--- config.mk ---
export PLATFORM = sky130hd
export DESIGN_NAME = fifo_rr_arbiter_flat
export DESIGN_NICKNAME = d
export VERILOG_FILES = /design/src/rtl/fifo_rr_arbiter_pkg.sv /design/src/rtl/fifo_rr_arbiter_if.sv /design/src/rtl/fifo_rr_arbiter_rr_find_first.sv /design/src/rtl/fifo_rr_arbiter.sv /design/src/flat_wrapper.sv
export SDC_FILE = /design/constraint.sdc
export NUM_CORES = 1
export LEC_CHECK = 0
export BUFFER_PORTS_ARGS = -buffer_cell sky130_fd_sc_hd__buf_2
export CAP_MARGIN = 25
export CORE_UTILIZATION = 40
export CTS_CLUSTER_DIAMETER = 60
export DETAILED_ROUTE_END_ITERATION = 10
export PLACE_DENSITY = 0.8
export SLEW_MARGIN = 25
export SYNTH_ARGS = -nofsm -noshare
export SYNTH_HDL_FRONTEND = slang
export SYNTH_SLANG_ARGS = --single-unit
export TNS_END_PERCENT = 10
--- constraint.sdc ---
create_clock -name BUS_CLK -period 3.1 [get_ports BUS_CLK]
set_clock_uncertainty 0.2 [all_clocks]
set_input_delay 0.31 -clock BUS_CLK [delete_from_list [all_inputs] [get_ports BUS_CLK]]
set_output_delay 0.31 -clock BUS_CLK [all_outputs]
set_load 0.005 [all_outputs]
--- src/rtl/fifo_rr_arbiter_pkg.sv ---
// rtl/fifo_rr_arbiter_pkg.sv - shared state encoding, widths and clog2 helper for the round-robin FIFO arbiter
package fifo_rr_arbiter_pkg;

  typedef enum logic {
    ST_IDLE  = 1'b0,
    ST_GRANT = 1'b1
  } arb_state_t;

  localparam int DATA_W = 32;

  function automatic int clog2(input int value);
    int res;
    int v;
    res = 0;
    v = value - 1;
    while (v > 0) begin
      res = res + 1;
      v = v >> 1;
    end
    return res;
  endfunction

endpackage

--- src/rtl/fifo_rr_arbiter_if.sv ---
// rtl/fifo_rr_arbiter_if.sv - source-side and downstream FWFT read port bundle of the arbiter
interface fifo_rr_arbiter_if #(
  parameter int N_SRC = 4
);
  import fifo_rr_arbiter_pkg::*;

  logic [N_SRC-1:0]        SRC_READ_NEXT;
  logic [N_SRC-1:0]        SRC_EMPTY;
  logic [DATA_W*N_SRC-1:0] SRC_DATA;
  logic                    FIFO_READ_NEXT_IN;
  logic                    FIFO_EMPTY_OUT;
  logic [DATA_W-1:0]       FIFO_DATA_OUT;

  modport master (
    output SRC_READ_NEXT,
    input  SRC_EMPTY,
    input  SRC_DATA,
    input  FIFO_READ_NEXT_IN,
    output FIFO_EMPTY_OUT,
    output FIFO_DATA_OUT
  );

  modport slave (
    input  SRC_READ_NEXT,
    output SRC_EMPTY,
    output SRC_DATA,
    output FIFO_READ_NEXT_IN,
    input  FIFO_EMPTY_OUT,
    input  FIFO_DATA_OUT
  );

endinterface

--- src/rtl/fifo_rr_arbiter_rr_find_first.sv ---
// rtl/fifo_rr_arbiter_rr_find_first.sv - combinational circular first-set search starting at ptr
module rr_find_first
  import fifo_rr_arbiter_pkg::*;
#(
  parameter int N_SRC = 4,
  parameter int IDX_W = clog2(N_SRC)
) (
  input  logic [N_SRC-1:0] req,
  input  logic [IDX_W-1:0] ptr,
  input  logic [N_SRC-1:0] exclude,
  output logic             found,
  output logic [IDX_W-1:0] idx
);

  logic [N_SRC-1:0] masked;
  logic [IDX_W:0]   sum;
  logic [IDX_W-1:0] cand;

  assign masked = req & ~exclude;

  // Candidates are visited ptr, ptr+1, ... wrapping at N_SRC, which need not be a power of two.
  always_comb begin
    found = 1'b0;
    idx   = '0;
    sum   = '0;
    cand  = '0;
    for (int k = 0; k < N_SRC; k++) begin
      sum = {1'b0, ptr} + (IDX_W+1)'(k);
      if (sum >= (IDX_W+1)'(N_SRC)) begin
        sum = sum - (IDX_W+1)'(N_SRC);
      end
      cand = sum[IDX_W-1:0];
      if (!found && masked[cand]) begin
        found = 1'b1;
        idx   = cand;
      end
    end
  end

endmodule

--- src/rtl/fifo_rr_arbiter.sv ---
// rtl/fifo_rr_arbiter.sv - round-robin, burst-bounded merge of N FWFT sources into one FWFT read port
module fifo_rr_arbiter
  import fifo_rr_arbiter_pkg::*;
#(
  parameter  int N_SRC   = 4,
  parameter  int BURST_W = 16,
  localparam int IDX_W   = clog2(N_SRC)
) (
  input  logic               BUS_CLK,
  input  logic               BUS_RST_N,
  fifo_rr_arbiter_if.master  bus,
  input  logic [N_SRC-1:0]   ENABLE,
  input  logic [BURST_W-1:0] BURST_LEN,
  input  logic               ERR_CLR,
  output logic               GRANT_VALID,
  output logic [IDX_W-1:0]   GRANT_IDX,
  output logic               READ_ERROR
);

  arb_state_t         state_q, state_d;
  logic [IDX_W-1:0]   ptr_q, ptr_d;
  logic [IDX_W-1:0]   g_q, g_d;
  logic [BURST_W-1:0] cnt_q, cnt_d;
  logic               err_q, err_d;

  logic [N_SRC-1:0]   req;
  logic [N_SRC-1:0]   excl;
  logic [IDX_W-1:0]   g_plus1;
  logic [IDX_W-1:0]   arb_ptr;
  logic               arb_found;
  logic [IDX_W-1:0]   arb_idx;
  logic               active;
  logic               g_empty;
  logic               pop;
  logic               at_limit;
  logic               rel;
  logic [DATA_W-1:0]  src_words [N_SRC];

  for (genvar i = 0; i < N_SRC; i++) begin : g_unpack
    assign src_words[i] = bus.SRC_DATA[DATA_W*i +: DATA_W];
  end

  assign req     = ENABLE & ~bus.SRC_EMPTY;
  assign g_plus1 = (g_q == IDX_W'(N_SRC-1)) ? '0 : g_q + IDX_W'(1);
  // While granted, re-arbitration starts after g and never picks g itself, so a release is a real hand-off.
  assign arb_ptr = (state_q == ST_GRANT) ? g_plus1 : ptr_q;
  assign excl    = (state_q == ST_GRANT) ? ({{(N_SRC-1){1'b0}}, 1'b1} << g_q) : '0;

  rr_find_first #(
    .N_SRC (N_SRC),
    .IDX_W (IDX_W)
  ) u_find (
    .req     (req),
    .ptr     (arb_ptr),
    .exclude (excl),
    .found   (arb_found),
    .idx     (arb_idx)
  );

  // Holding reset low suppresses the combinational pop so a reset mid-burst loses no word.
  assign active   = (state_q == ST_GRANT) && BUS_RST_N;
  assign g_empty  = bus.SRC_EMPTY[g_q];
  assign pop      = active && bus.FIFO_READ_NEXT_IN && !g_empty;
  assign at_limit = (BURST_LEN != '0) && (cnt_q == BURST_LEN - BURST_W'(1));
  assign rel      = (state_q == ST_GRANT) && (g_empty || (pop && at_limit));

  always_comb begin
    bus.SRC_READ_NEXT  = '0;
    bus.FIFO_EMPTY_OUT = 1'b1;
    bus.FIFO_DATA_OUT  = '0;
    state_d            = state_q;
    ptr_d              = ptr_q;
    g_d                = g_q;
    cnt_d              = cnt_q;

    if (active) begin
      bus.FIFO_EMPTY_OUT     = g_empty;
      bus.FIFO_DATA_OUT      = src_words[g_q];
      bus.SRC_READ_NEXT[g_q] = pop;
    end

    if (state_q == ST_IDLE) begin
      if (arb_found) begin
        state_d = ST_GRANT;
        g_d     = arb_idx;
        cnt_d   = '0;
      end
    end else begin
      if (rel) begin
        ptr_d = g_plus1;
        if (arb_found) begin
          g_d   = arb_idx;
          cnt_d = '0;
        end else begin
          state_d = ST_IDLE;
        end
      end else if (pop && !(&cnt_q)) begin
        cnt_d = cnt_q + BURST_W'(1);
      end
    end

    err_d = err_q;
    if (bus.FIFO_READ_NEXT_IN && bus.FIFO_EMPTY_OUT) begin
      err_d = 1'b1;
    end else if (ERR_CLR) begin
      err_d = 1'b0;
    end
  end

  always_ff @(posedge BUS_CLK) begin
    if (!BUS_RST_N) begin
      state_q <= ST_IDLE;
      ptr_q   <= '0;
      g_q     <= '0;
      cnt_q   <= '0;
      err_q   <= 1'b0;
    end else begin
      state_q <= state_d;
      ptr_q   <= ptr_d;
      g_q     <= g_d;
      cnt_q   <= cnt_d;
      err_q   <= err_d;
    end
  end

  assign GRANT_VALID = (state_q == ST_GRANT);
  assign GRANT_IDX   = g_q;
  assign READ_ERROR  = err_q;

endmodule
--- src/flat_wrapper.sv ---
// flat-port wrapper written by rule: the top's interface ports become plain ports
module fifo_rr_arbiter_flat import fifo_rr_arbiter_pkg::*;
#(
  parameter  int N_SRC   = 4,
  parameter  int BURST_W = 16,
  localparam int IDX_W   = clog2(N_SRC)
)
  (BUS_CLK, BUS_RST_N, ENABLE, BURST_LEN, ERR_CLR, GRANT_VALID, GRANT_IDX, READ_ERROR, bus_SRC_READ_NEXT, bus_SRC_EMPTY, bus_SRC_DATA, bus_FIFO_READ_NEXT_IN, bus_FIFO_EMPTY_OUT, bus_FIFO_DATA_OUT);
  fifo_rr_arbiter_if #(.N_SRC(N_SRC)) bus_i ();
  input  logic BUS_CLK;
  input  logic BUS_RST_N;
  input  logic [N_SRC-1:0] ENABLE;
  input  logic [BURST_W-1:0] BURST_LEN;
  input  logic ERR_CLR;
  output logic GRANT_VALID;
  output logic [IDX_W-1:0] GRANT_IDX;
  output logic READ_ERROR;
  output wire logic [$bits(bus_i.SRC_READ_NEXT)-1:0] bus_SRC_READ_NEXT;
  input wire logic [$bits(bus_i.SRC_EMPTY)-1:0] bus_SRC_EMPTY;
  input wire logic [$bits(bus_i.SRC_DATA)-1:0] bus_SRC_DATA;
  input wire logic [$bits(bus_i.FIFO_READ_NEXT_IN)-1:0] bus_FIFO_READ_NEXT_IN;
  output wire logic [$bits(bus_i.FIFO_EMPTY_OUT)-1:0] bus_FIFO_EMPTY_OUT;
  output wire logic [$bits(bus_i.FIFO_DATA_OUT)-1:0] bus_FIFO_DATA_OUT;
  assign bus_SRC_READ_NEXT = bus_i.SRC_READ_NEXT;
  assign bus_i.SRC_EMPTY = bus_SRC_EMPTY;
  assign bus_i.SRC_DATA = bus_SRC_DATA;
  assign bus_i.FIFO_READ_NEXT_IN = bus_FIFO_READ_NEXT_IN;
  assign bus_FIFO_EMPTY_OUT = bus_i.FIFO_EMPTY_OUT;
  assign bus_FIFO_DATA_OUT = bus_i.FIFO_DATA_OUT;
  fifo_rr_arbiter #(.N_SRC(N_SRC), .BURST_W(BURST_W)) u_core (.BUS_CLK(BUS_CLK), .BUS_RST_N(BUS_RST_N), .bus(bus_i), .ENABLE(ENABLE), .BURST_LEN(BURST_LEN), .ERR_CLR(ERR_CLR), .GRANT_VALID(GRANT_VALID), .GRANT_IDX(GRANT_IDX), .READ_ERROR(READ_ERROR));
endmodule
==> flow_summary.toml <==
[timing]
final.setup.tns_ns = 0
hold_ws_ns = 0.0937
report.final.setup_viol = 0
min_period_over_period = 0.959
drv_slew = 0
rsz0062_at_grt = "false"
min_period_ns = 2.97
max_freq_ghz = 0.336
hold_viol = 0
slew-limit-headroom = 0.589
tightest_slew_ns = 0.617

[setup_path]
r2r_start = "u_core.GRANT_IDX[0]"
max_stage_delay_ns = 0.55
worstPathCellList = "mux4_2 > nor3b_4 > o311ai_1 > a2111o_1 > a2111oi_4 > a311oi_4 > buf_4 > o21ai_0 > a21bo_1"
r2r_cells = 9
r2r_end = "u_core.cnt_q[5]"
critPathKind = "flop to flop"
end_kind = "flop"
crit_path_start = "u_core.GRANT_IDX[0]"
cp.arrival_ns = 2.93
slowest_stage = "mux4_2"
regToRegSetupSlack_ns = 0.13
cp_max_fo = 6
worstPathRequired_ns = 3.06
crit_path_start_kind = "flop"

[synth]
synthCells = 348
ys_ff_latch = 22
synth_area_um2 = 3090
ys_seq_area_frac = 0.143
ys.warnings.count = 0
async_reset_ff_frac = 0
avgSynthCellArea_um2 = 8.87
ys.flop_type = "dfxtp_1"
synth_cell_types = 63
synth-edff-count = 0
synth_nets = 510

[cells_and_area]
area_growth_pct = 43.7
fill_cells = 652
fin_nets = 721
layout-drive-gt1-share = 0.506
multi_input_area_um2 = 2520
seq_area_um2 = 442
fin_area_um2 = 4440

[worst_hold_path]
holdPathStages = 3
hold_start = "bus_FIFO_READ_NEXT_IN"
hold_path.class = "input port to flop"
hold_end = "u_core.READ_ERROR"

[placed_design]
portBuffers = 196
gp_routability_congestion = 0.943
dp_hpwl_mm = 9.44
place_area_um2 = 4340

[power_and_ir_drop]
ir_worst_vdd_mv = 0.216
p_leak_uw = 0.00193
pwr_density_cell_nw_per_um2 = 224

[floorplanning]
dieArea_um2 = 8070
rows = 31
die_y_um = 89.9
initial_utilization = 0.419
io_pins = 197
die_x_um = 89.9
core_area_um2 = 7370

[route]
drc = 0
vias_per_cell = 5.76
vias = 3809
drt_first_pass_iters = 5
wl_per_cell_um = 17.3
drtIter0Drc = 250
routed_wl_mm = 11.4
antenna_left = 0

[grt]
grt_pass1_vias = 3838
track_usage = 0.281
grt_max_degree = 36
grt_pass1_wl_mm = 18.6
grt_overflow = 0
antenna_found_initial = 5

[clock_tree]
cts_buffer_depth = 2
cts_tree = "yes"
insertion_delay_ns = 0.26
clock-sinks = 22
cts-root-buf = "clkbuf_8"
htree_levels = 1
clk_pin_slew_ns = 0.08
cts_buffers = 3

[run]
drv_cap = 0

[run_status]
status = "complete, no violations"
-- power breakdown --
part	total (uW)	switching (uW)	leakage (uW)	internal (uW)
sequential	296	5.70	0.000179	290
combinational	519	232	0.00173	287
clock	180	93.5	0.0000216	86.9
total	995	331	0.00193	664
-- placed cells by master, fill, tap and decap left out, types with 6 or more instances in the layout --
master	Yosys	layout
dfxtp_1	22	21
and3_1	7	6
nand4_1	8	8
mux2i_1	6	6
ha_1	6	6
or4_1	6	6
inv_1	17	17
a211oi_1	7	7
a21oi_1	7	6
nor3_1	9	9
nand2_1	23	23
xnor2_1	13	13
nor2_1	13	13
mux4_2	33	33
o311ai_0	7	7
nor2b_1	34	34
o21ai_0	11	11
nand3_1	13	13
buf_4	1	31
buf_2	2	196
-- cell type report --
cell class	instances	share of cell area
diodes	5	0.00282
clock buffers	3	0.00930
inverters	17	0.0144
multi-input cells	287	0.568
well taps	99	0.0279
flip-flops and latches	22	0.0995
repair buffers	228	0.278
-- cells in the mapped netlist, types with 3 or more instances --
cell | n | share of area
or2_2 | 3 | 0.0061
o311ai_0 | 7 | 0.020
nand3b_1 | 4 | 0.0097
or4_1 | 6 | 0.015
and3_1 | 7 | 0.014
nand2_1 | 23 | 0.028
o21ai_1 | 4 | 0.0065
nand4_1 | 8 | 0.016
mux2i_1 | 6 | 0.019
nor2b_1 | 34 | 0.069
nand2b_1 | 5 | 0.010
mux4_2 | 33 | 0.24
nor3_1 | 9 | 0.015
nand3_1 | 13 | 0.021
or3_1 | 3 | 0.0061
and2_1 | 5 | 0.010
xor2_1 | 4 | 0.011
a21oi_1 | 7 | 0.011
clkbuf_1 | 14 | 0.017
dfxtp_1 | 22 | 0.14
ha_1 | 6 | 0.024
buf_1 | 3 | 0.0036
o31ai_1 | 5 | 0.012
o21ai_0 | 11 | 0.018
a31oi_1 | 3 | 0.0061
a211oi_1 | 7 | 0.017
a21boi_0 | 3 | 0.0073
xnor2_1 | 13 | 0.037
o211ai_1 | 5 | 0.012
inv_1 | 17 | 0.021
nor2_1 | 13 | 0.016
-- registers in the layout, indices dropped and copies added, names as in the netlist --
| name | count |
|---|---|
| u_core.READ_ERROR | 1 |
| u_core.GRANT_VALID | 1 |
| u_core.GRANT_IDX | 2 |
| u_core.ptr_q | 2 |
| u_core.cnt_q | 16 |
-- metrics by stage --
step | util | power [uW] | setup WS, ns | std cells
finish | 0.602 | 995 | 0.126 | 661
global route | 0.601 | 1060 | 0.0217 | 656
CTS | 0.595 | 990 | 0.00928 | 656
detailed placement | 0.589 | 811 | -0.0684 | 653
global placement | 0.589 | 797 | -0.0538 | 653
floorplan | - | 598 | 0.0286 | 348
-- critical path: cells and delay by family, from the launching register on --
family | cells | cell delay [ns]
compound gates | 6 | 1.28
mux | 1 | 0.55
flops | 1 | 0.36
simple gates | 1 | 0.27
buf+inv | 1 | 0.20
-- logic make-up after synthesis --
logic type / Yosys count / synth area share
muxes: 41 / 0.267
AOI/OAI and AO/OA: 77 / 0.186
adders and majority gates: 6 / 0.0243
buffers and inverters: 39 / 0.0543
and+or+nand+nor: 146 / 0.277
xor gates and xnor gates: 17 / 0.0482
DFF: 22 / 0.143
-- how the worst max path moves through the flow --
| stage | to | slack, ns | depth (start not counted) |
|---|---|---|---|
| global route | u_core.ptr_q[0] | 0.02 | 9 |
| floorplan | u_core.cnt_q[2] | 0.03 | 10 |
| finish | u_core.cnt_q[5] | 0.13 | 9 |
| detailed placement | u_core.cnt_q[13] | -0.07 | 13 |
| CTS | u_core.cnt_q[5] | 0.009 | 9 |
| global placement | u_core.cnt_q[5] | -0.05 | 13 |
-- routing by layer --
metal | global-route usage | part of all wire | up-vias
met3 | 0.0812 | 0.12 | 36
met4 | 0.0995 | 0.028 | 2
met2 | 0.468 | 0.47 | 236
li1 | - | - | 1780
met1 | 0.346 | 0.38 | 1755
met5 | 0 | 0.0011 | -
-- timing repair --
item	4_1_cts	5_1_grt
hold buffers	0	0
setup endpoints to repair	0	17
setup buffers	0	0
resized for setup	0	6
No activity file was read; power rests on OpenSTA's default activity.
